### config.mk
export PLATFORM = sky130hd
export DESIGN_NAME = pipe_ctrl
export DESIGN_NICKNAME = d
export VERILOG_FILES = /design/src/rtl/pipe_ctrl_pkg.sv /design/src/rtl/pipe_ctrl_stall_watchdog.sv /design/src/rtl/pipe_ctrl.sv
export SDC_FILE = /design/constraint.sdc
export NUM_CORES = 1
export LEC_CHECK = 0
export CAP_MARGIN = 5
export CORE_UTILIZATION = 31
export DETAILED_ROUTE_END_ITERATION = 16
export GPL_TIMING_DRIVEN = 0
export HOLD_SLACK_MARGIN = 0.06
export SKIP_CTS_REPAIR_TIMING = 1
export SYNTH_ARGS = -nofsm -noshare
export SYNTH_HDL_FRONTEND = slang
export SYNTH_SLANG_ARGS = --single-unit
### constraint.sdc
create_clock -name clk -period 2.6 [get_ports clk]
set_input_delay 0.52 -clock clk [delete_from_list [all_inputs] [get_ports clk]]
set_output_delay 0.52 -clock clk [all_outputs]
set_load 0.02 [all_outputs]
### src/rtl/pipe_ctrl_pkg.sv
// pipe_ctrl_pkg
// Shared definitions for the pipeline sequencing controller:
//   - stall vector constants (bit0 pc .. bit5 wb)
//   - controller state encodings
//   - default exception vector and reset polarity
//   - stall_prio(): fixed-priority stall request arbitration
package pipe_ctrl_pkg;

    // A stalled stage with an unstalled successor injects a bubble
    // downstream, so each vector is a contiguous run of ones from the PC.
    localparam logic [5:0] STALL_MEM  = 6'b011111;
    localparam logic [5:0] STALL_EX   = 6'b001111;
    localparam logic [5:0] STALL_ID   = 6'b000111;
    localparam logic [5:0] STALL_IF   = 6'b000011;
    localparam logic [5:0] STALL_NONE = 6'b000000;

    localparam logic [1:0] ST_RUN      = 2'd0;
    localparam logic [1:0] ST_HOLD_EXC = 2'd1;
    localparam logic [1:0] ST_FLUSH    = 2'd2;

    localparam logic [31:0] EXC_VEC_DEFAULT = 32'h0000_0020;

    localparam logic RstEnable = 1'b1;

    // Deepest stalled stage wins: mem, then ex, then id, then if.
    function automatic logic [5:0] stall_prio(
        input logic req_mem,
        input logic req_ex,
        input logic req_id,
        input logic req_if
    );
        if (req_mem)     return STALL_MEM;
        else if (req_ex) return STALL_EX;
        else if (req_id) return STALL_ID;
        else if (req_if) return STALL_IF;
        else             return STALL_NONE;
    endfunction

endpackage

### src/rtl/pipe_ctrl_stall_watchdog.sv
// stall_watchdog
// Counts consecutive stalled cycles, saturating at TIMEOUT, and raises a
// sticky flag once the count reaches TIMEOUT. The flag clears only on rst.
// Ports:
//   clk           in  clock
//   rst           in  synchronous active-high reset
//   stall_active  in  the pipeline is stalled this cycle
//   timeout       out sticky watchdog flag (registered)
module stall_watchdog
    import pipe_ctrl_pkg::*;
#(
    parameter int TIMEOUT = 1024
) (
    input  logic clk,
    input  logic rst,
    input  logic stall_active,
    output logic timeout
);

    localparam int W = $clog2(TIMEOUT + 1);
    localparam logic [W-1:0] LIMIT = W'(TIMEOUT);

    logic [W-1:0] r_count;
    logic         r_timeout;

    always_ff @(posedge clk) begin
        if (rst == RstEnable) begin
            r_count   <= '0;
            r_timeout <= 1'b0;
        end else begin
            if (!stall_active) begin
                r_count <= '0;
            end else if (r_count != LIMIT) begin
                r_count <= r_count + W'(1);
            end
            // Sets on the edge where the count reaches LIMIT.
            if (stall_active && (r_count >= LIMIT - W'(1))) begin
                r_timeout <= 1'b1;
            end
        end
    end

    assign timeout = r_timeout;

endmodule

### src/rtl/pipe_ctrl.sv
// pipe_ctrl
// Pipeline sequencing controller for the 5-stage core. Arbitrates stage
// stall requests into one stall vector, sequences exception/eret redirect
// as squash (stall=011111) followed by a one-cycle flush, and keeps stall
// statistics plus a consecutive-stall watchdog.
// Ports:
//   clk, rst                 clock, synchronous active-high reset
//   stallreq_if/id/ex/mem    per-stage stall requests
//   excp_valid, excp_is_eret MEM-stage exception / eret report
//   cp0_epc                  eret return address
//   stall[5:0]               combinational stall vector (bit0 pc .. bit5 wb)
//   flush, new_pc            registered redirect, new_pc valid while flush=1
//   stall_cycles             cycles with stall!=0 (wraps)
//   flush_count              number of flushes (wraps)
//   stall_timeout            sticky watchdog flag
module pipe_ctrl
    import pipe_ctrl_pkg::*;
#(
    parameter logic [31:0] EXC_VEC = EXC_VEC_DEFAULT,
    parameter int          TIMEOUT = 1024
) (
    input  logic        clk,
    input  logic        rst,
    input  logic        stallreq_if,
    input  logic        stallreq_id,
    input  logic        stallreq_ex,
    input  logic        stallreq_mem,
    input  logic        excp_valid,
    input  logic        excp_is_eret,
    input  logic [31:0] cp0_epc,
    output logic [5:0]  stall,
    output logic        flush,
    output logic [31:0] new_pc,
    output logic [31:0] stall_cycles,
    output logic [15:0] flush_count,
    output logic        stall_timeout
);

    logic [1:0]  r_state;
    logic        r_flush;
    logic [31:0] r_target;
    logic [31:0] r_stall_cycles;
    logic [15:0] r_flush_count;

    logic [1:0]  w_state_next;
    logic [5:0]  w_stall;
    logic        w_accept;
    logic [31:0] w_target;

    assign w_target = excp_is_eret ? cp0_epc : EXC_VEC;

    always_comb begin
        w_stall      = STALL_NONE;
        w_state_next = r_state;
        w_accept     = 1'b0;
        if (rst != RstEnable) begin
            case (r_state)
                ST_FLUSH: begin
                    // Redirect cycle: everything upstream is ignored.
                    w_state_next = ST_RUN;
                end
                default: begin
                    w_stall = stall_prio(stallreq_mem, stallreq_ex,
                                         stallreq_id, stallreq_if);
                    if (stallreq_mem && (excp_valid || r_state == ST_HOLD_EXC)) begin
                        // Faulting instruction is still waiting on the data
                        // bus; defer and re-sample once the bus releases.
                        w_state_next = ST_HOLD_EXC;
                    end else if (excp_valid) begin
                        // Freeze pc..ex_mem and bubble mem_wb so the
                        // faulting instruction never retires.
                        w_accept     = 1'b1;
                        w_stall      = STALL_MEM;
                        w_state_next = ST_FLUSH;
                    end else begin
                        w_state_next = ST_RUN;
                    end
                end
            endcase
        end
    end

    always_ff @(posedge clk) begin
        if (rst == RstEnable) begin
            r_state        <= ST_RUN;
            r_flush        <= 1'b0;
            r_target       <= '0;
            r_stall_cycles <= '0;
            r_flush_count  <= '0;
        end else begin
            r_state <= w_state_next;
            r_flush <= w_accept;
            if (w_accept) begin
                r_target <= w_target;
            end
            if (r_state == ST_FLUSH) begin
                r_flush_count <= r_flush_count + 16'd1;
            end
            if (w_stall != STALL_NONE) begin
                r_stall_cycles <= r_stall_cycles + 32'd1;
            end
        end
    end

    stall_watchdog #(
        .TIMEOUT (TIMEOUT)
    ) u_watchdog (
        .clk          (clk),
        .rst          (rst),
        .stall_active (w_stall != STALL_NONE),
        .timeout      (stall_timeout)
    );

    assign stall        = w_stall;
    assign flush        = r_flush;
    assign new_pc       = r_target;
    assign stall_cycles = r_stall_cycles;
    assign flush_count  = r_flush_count;

endmodule

# Word-level counts from Yosys, hierarchy flattened
# Cells that the tools add are included.
word_totals:
  ff_bits: 95
  in_bits: 40
  out_inout_bits: 88
  wordCells: 38
classes:
  addsub: 3
  magnitude_cmp: 1
  n_eq_ne: 3
  mux: 15
  n_bitwise: 1
  reduce_logical: 7
ops:
  columns: ["op", "n"]
  rows:
  - ["$add A32 B1 Y32 const B", 1]
  - ["$mux W32", 1]
  - ["$mux W6", 4]
  - ["$add A16 B1 Y16 const B", 1]
  - ["$add A11 B1 Y11 const B", 1]
  - ["$ge A11 B10 Y1 const B", 1]
  - ["$ne A11 B11 Y1 const B", 1]
  - ["$reduce_bool A6 Y1", 1]
  - ["$mux W1", 5]
  - ["$mux W5", 1]
  - ["$mux W2", 2]
  - ["$mux W4", 1]
  - ["$reduce_or A2 Y1", 2]
  - ["$mux W3", 1]
  - ["$reduce_or A3 Y1", 1]
  - ["$eq A2 B1 Y1 const B", 1]
  - ["$eq A2 B2 Y1 const B", 1]
  - ["$logic_and A1 B1 Y1", 2]
  - ["$logic_or A1 B1 Y1", 1]
  - ["$not A1 Y1", 1]

# Logic depth before layout (Yosys ltp)
depth:
  depth_word: 11
  depth_mapped: 7
  depth_no_buf: 5

# By module
# From an unflattened synthesis, not the netlist that was laid out.
unflattened:
  hier_cells: 495
  area_unflattened_um2: 4110.2
modules_own_cells:
  columns: ["module", "instances", "cells_per_inst", "area_each_um2", "seq_area_each_um2"]
  rows:
  - ["pipe_ctrl", 1, 426, 3498.4, 1661.6]
  - ["stall_watchdog", 1, 69, 611.8, 240.2]

# Worst setup path before layout
# Ideal clock, no wire load.
synth_path:
  path_type: "input -> output"
  start: "input excp_valid"
  end: "output stall[1]"
  t_arrival_ps: 2004
  required_time_ps: 2080
  setup_slack_ps: 76
  cell_stages: 6
  path_cell_list: "clkbuf_1 -> or4_1 -> o211ai_1 -> buf_2 -> inv_1 -> buf_4"
synth_between:
  elab_chain_len: 5
synth_lines:
  columns: ["item", "line_no", "rtl"]
  rows:
  - ["start, declared", "pipe_ctrl.sv:28", "input logic excp_valid,"]
  - ["$logic_or A1 B1 Y1", "pipe_ctrl.sv:65", "if (stallreq_mem && (excp_valid || r_state == ST_HOLD_EXC)) begin"]
  - ["$logic_and A1 B1 Y1", "pipe_ctrl.sv:65", null]
  - ["$mux W6 *", "pipe_ctrl.sv:65", null]
  - ["$mux W6 *", "pipe_ctrl.sv:57", "case (r_state)"]
  - ["$mux W6 *", "pipe_ctrl.sv:56", "if (rst != RstEnable) begin"]
  - ["end, declared", "pipe_ctrl.sv:31", "output logic [5:0] stall,"]
# Mark *: on every way between the ends. The rest lies on a longest branch, timed or not.

# Worst setup path after layout
layout_path:
  start: "input excp_valid"
  end: "output stall[0]"
# Same word-level chain as after synthesis.

==> impl_metrics.toml <==
[worst_setup_path]
worstSetupPathType = "in -> out"
start_kind = "primary input"
worst_path_dominant_cell_family = "buffers and inverters"
critPathMaxStageDelay_ns = 0.57
endpoint_kind = "primary output"
critical_path.slowest_cell = "sky130_fd_sc_hd__or4_4"
worstPathCellList = "buf_4 > or4_4 > o211ai_1 > buf_4 > clkinvlp_4 > dlymetal6s2s_1"
crit_path_max_fanout = 7
cell_repeated_most_along_the_worst_path = "sky130_fd_sc_hd__buf_4"
critPathBufInv = 4
cp_data_required_time_ns = 2.08
r2r_setup_slack_ns = 0.36
arrival_ns = 2.05

[global_routing]
grt_use_total_pct = 17.0
grt_start_max_net_pins = 15
grt_remaining_overflow = 0
first_pass_grt_wire_length_um = 19000
grt_pass1_vias = 3843
grt_antenna_before_repair = 0

[synthesis]
post_synth_fa_ha_maj_area_fraction_pct = 1.20
synth_area_leaders = "sky130_fd_sc_hd__dfxtp_1, sky130_fd_sc_hd__a21oi_1, sky130_fd_sc_hd__nand3_1"
synthesis.instances = 495
synthesis.area_um2 = 4170
postSynthNetCount = 539
synthSimpleGateAreaFrac_pct = 28.4
postSynth.asyncResetShare_pct = 0
share_of_the_synthesized_netlist_area_taken_by_xor_and_xnor_gates_pct = 4.20
synth_largest_area_cell = "sky130_fd_sc_hd__dfxtp_1"
synth_compound_area_share_pct = 13.0
synth_seq_area_share_pct = 45.6
synth_flop_cell = "sky130_fd_sc_hd__dfxtp_1"
dominant_combinational_cell_family_by_area_after_synthesis = "simple AND/OR/NAND/NOR gates"
number_of_flops_mapped_to_enable_cells_by_yosys = 0
synth_top_cell_area_share_pct = 45.6
post_synth_num_cell_types = 43
synth.ff_latch_count = 95
syn-mean-instance-area_um2 = 8.43
synth_warn = 0
post_synth_mux_area_share_pct = 2.67

[placed_design]
io_buffer_count = 125
place.detailed.hpwl_um = 8400
post_dp_cell_area_um2 = 5640
place_congestion = 0.786
pre_cts_slack_ns = -0.975

[clock_network]
insertion_delay_ns = 0.34
cts.path.max_buffers = 2
cts_tree = "built"
cts_sinks = 95
cts-root-buf = "sky130_fd_sc_hd__clkbuf_16"
cts_inserted_buffers = 9
cts-htree-levels = 3
path_clk_slew_ns = 0.06

[floorplan]
die_width_um = 118
die_height_um = 118
std_cell_rows = 42
die_area_um2 = 13900
coreArea_um2 = 13200
initial_core_util_pct = 31.6
top_level_ports = 128

[layout]
layout_commonest_cell = "sky130_fd_sc_hd__clkdlybuf4s50_1"
antenna_cells_inserted = 0
finish.instance_area_um2 = 6030
final_core_area_utilization_pct = 45.7
fin_nets = 683
final_cell_mix = "sky130_fd_sc_hd__clkdlybuf4s50_1, sky130_fd_sc_hd__dfxtp_1, sky130_fd_sc_hd__nand2_1"
num-fill-cells = 1320
regArea_um2 = 1900
layout-drive-gt1-share_pct = 9.32
multi_input_combinational_cell_area_um2 = 2070
syn_to_final_growth_pct = 44.5

[sta]
setup_viol_count_final = 0
timing.final.crit_period_ns = 2.57
worstMarginPinSlew_ns = 0.545
hold_violations = 0
timing_max_transition_violations_final = 0
post-route-period-util_pct = 98.8
timing.max_slew.rel_slack_pct = 63.3
timing.fmax_mhz = 389
worst_slack_ns = 0.0311
clock-skew-final_ns = 0.00822

[route]
drt-total-wl_um = 11800
detail_route.drc_violations = 0
detailroute.via_count = 4109
drtPass1Iterations = 4
antenna_violating_nets_post_route = 0
drtIter0Drc = 175
avgViaCountPerCell = 5.01
wire_per_inst_um = 14.4

[min_path]
hold_class = "reg -> reg"

[power]
power_density_nw_per_um2 = 510
leakage_nw = 2.07
p_total_mw = 3.07
max-vdd-ir-drop_mv = 0.309

[outcome]
run_status = "complete, no violations"

[flow_run]
drv_cap = 0
==> cell usage after synthesis (all sizes together), types with 4 or more instances <==
cell type and number:
a21oi 55, and3 5, and4 5, buf 16
clkbuf 18, dfxtp 95, ha 4, inv 12
mux2 9, nand2 56, nand3 45, nand4 13
nor2 35, nor2b 11, nor3 9, nor4 14
o21ai 13, o311ai 5, o31ai 8, o41ai 5
or3 12, or4 12, xnor2 13, xor2 7
==> area by class of cell <==
class / instances / area share (%)
Sequential cell: 95 / 31.5
Clock inverter: 3 / 0.249
Tap cell: 176 / 3.65
Multi-Input combinational cell: 354 / 34.4
Timing Repair Buffer: 134 / 22.0
Buffer: 33 / 2.68
Clock buffer: 13 / 4.65
Inverter: 12 / 0.809
==> layer usage <==
layer / track usage [%] / share of wire [%] / vias up
met4: 7.29 / 1.9 / 0
met5: 0 / 0 / -
met1: 21.1 / 46 / 1926
li1: - / - / 2063
met2: 27.0 / 45 / 104
met3: 5.43 / 6.7 / 16
==> state kept, by name, summed over array words and instances, names as in the netlist <==
register	flops
flush_count	16
new_pc	32
stall_cycles	32
u_watchdog.r_count	11
flush	1
r_state	2
u_watchdog.timeout	1
==> power by group <==
part	leakage [nW]	internal, mW	switching [mW]
clock network	0.151	0.749	0.566
logic	1.15	0.130	0.135
registers	0.768	1.48	0.0181
==> worst register-to-register path, stage by stage, from the launching register on <==
cell and delay, ns:
sky130_fd_sc_hd__dfxtp_1 0.37, sky130_fd_sc_hd__nand2b_1 0.16, sky130_fd_sc_hd__buf_2 0.24, sky130_fd_sc_hd__nand4b_1 0.39
sky130_fd_sc_hd__inv_1 0.30, sky130_fd_sc_hd__clkbuf_1 0.40, sky130_fd_sc_hd__nand3_1 0.13, sky130_fd_sc_hd__a21oi_1 0.18
==> cells by family (layout without fill, tap and decap cells) <==
kind of cell    Yosys count  count (layout)
xor+xnor                 20              20
fa+ha+maj                 4               4
mux                      10              10
simple gates            228             228
other cells               1               1
flops                    95              95
compound gates           91              91
buf+inv                  46             195
==> path summary, 6_finish.rpt <==
kind	start	endpoint	cells past startpoint
setup reg to reg	r_state[0]$_SDFF_PP0_	new_pc[16]$_SDFFE_PP0P_	7
hold reg to reg	new_pc[11]$_SDFFE_PP0P_	new_pc[11]$_SDFFE_PP0P_	2
setup / recovery	excp_valid	stall[0]	6
hold / removal	new_pc[11]$_SDFFE_PP0P_	new_pc[11]$_SDFFE_PP0P_	2
==> stage by stage <==
stage	instances	TNS (ns)	hold WS, ns
detailed placement	796	-28.42	0.445
global placement	796	-27.82	0.438
global route	820	-0.00270	0.470
CTS	812	-11.65	0.454
finish	820	0	0.449
floorplan	495	0	0.480
No activity file was read; power rests on OpenSTA's default activity.
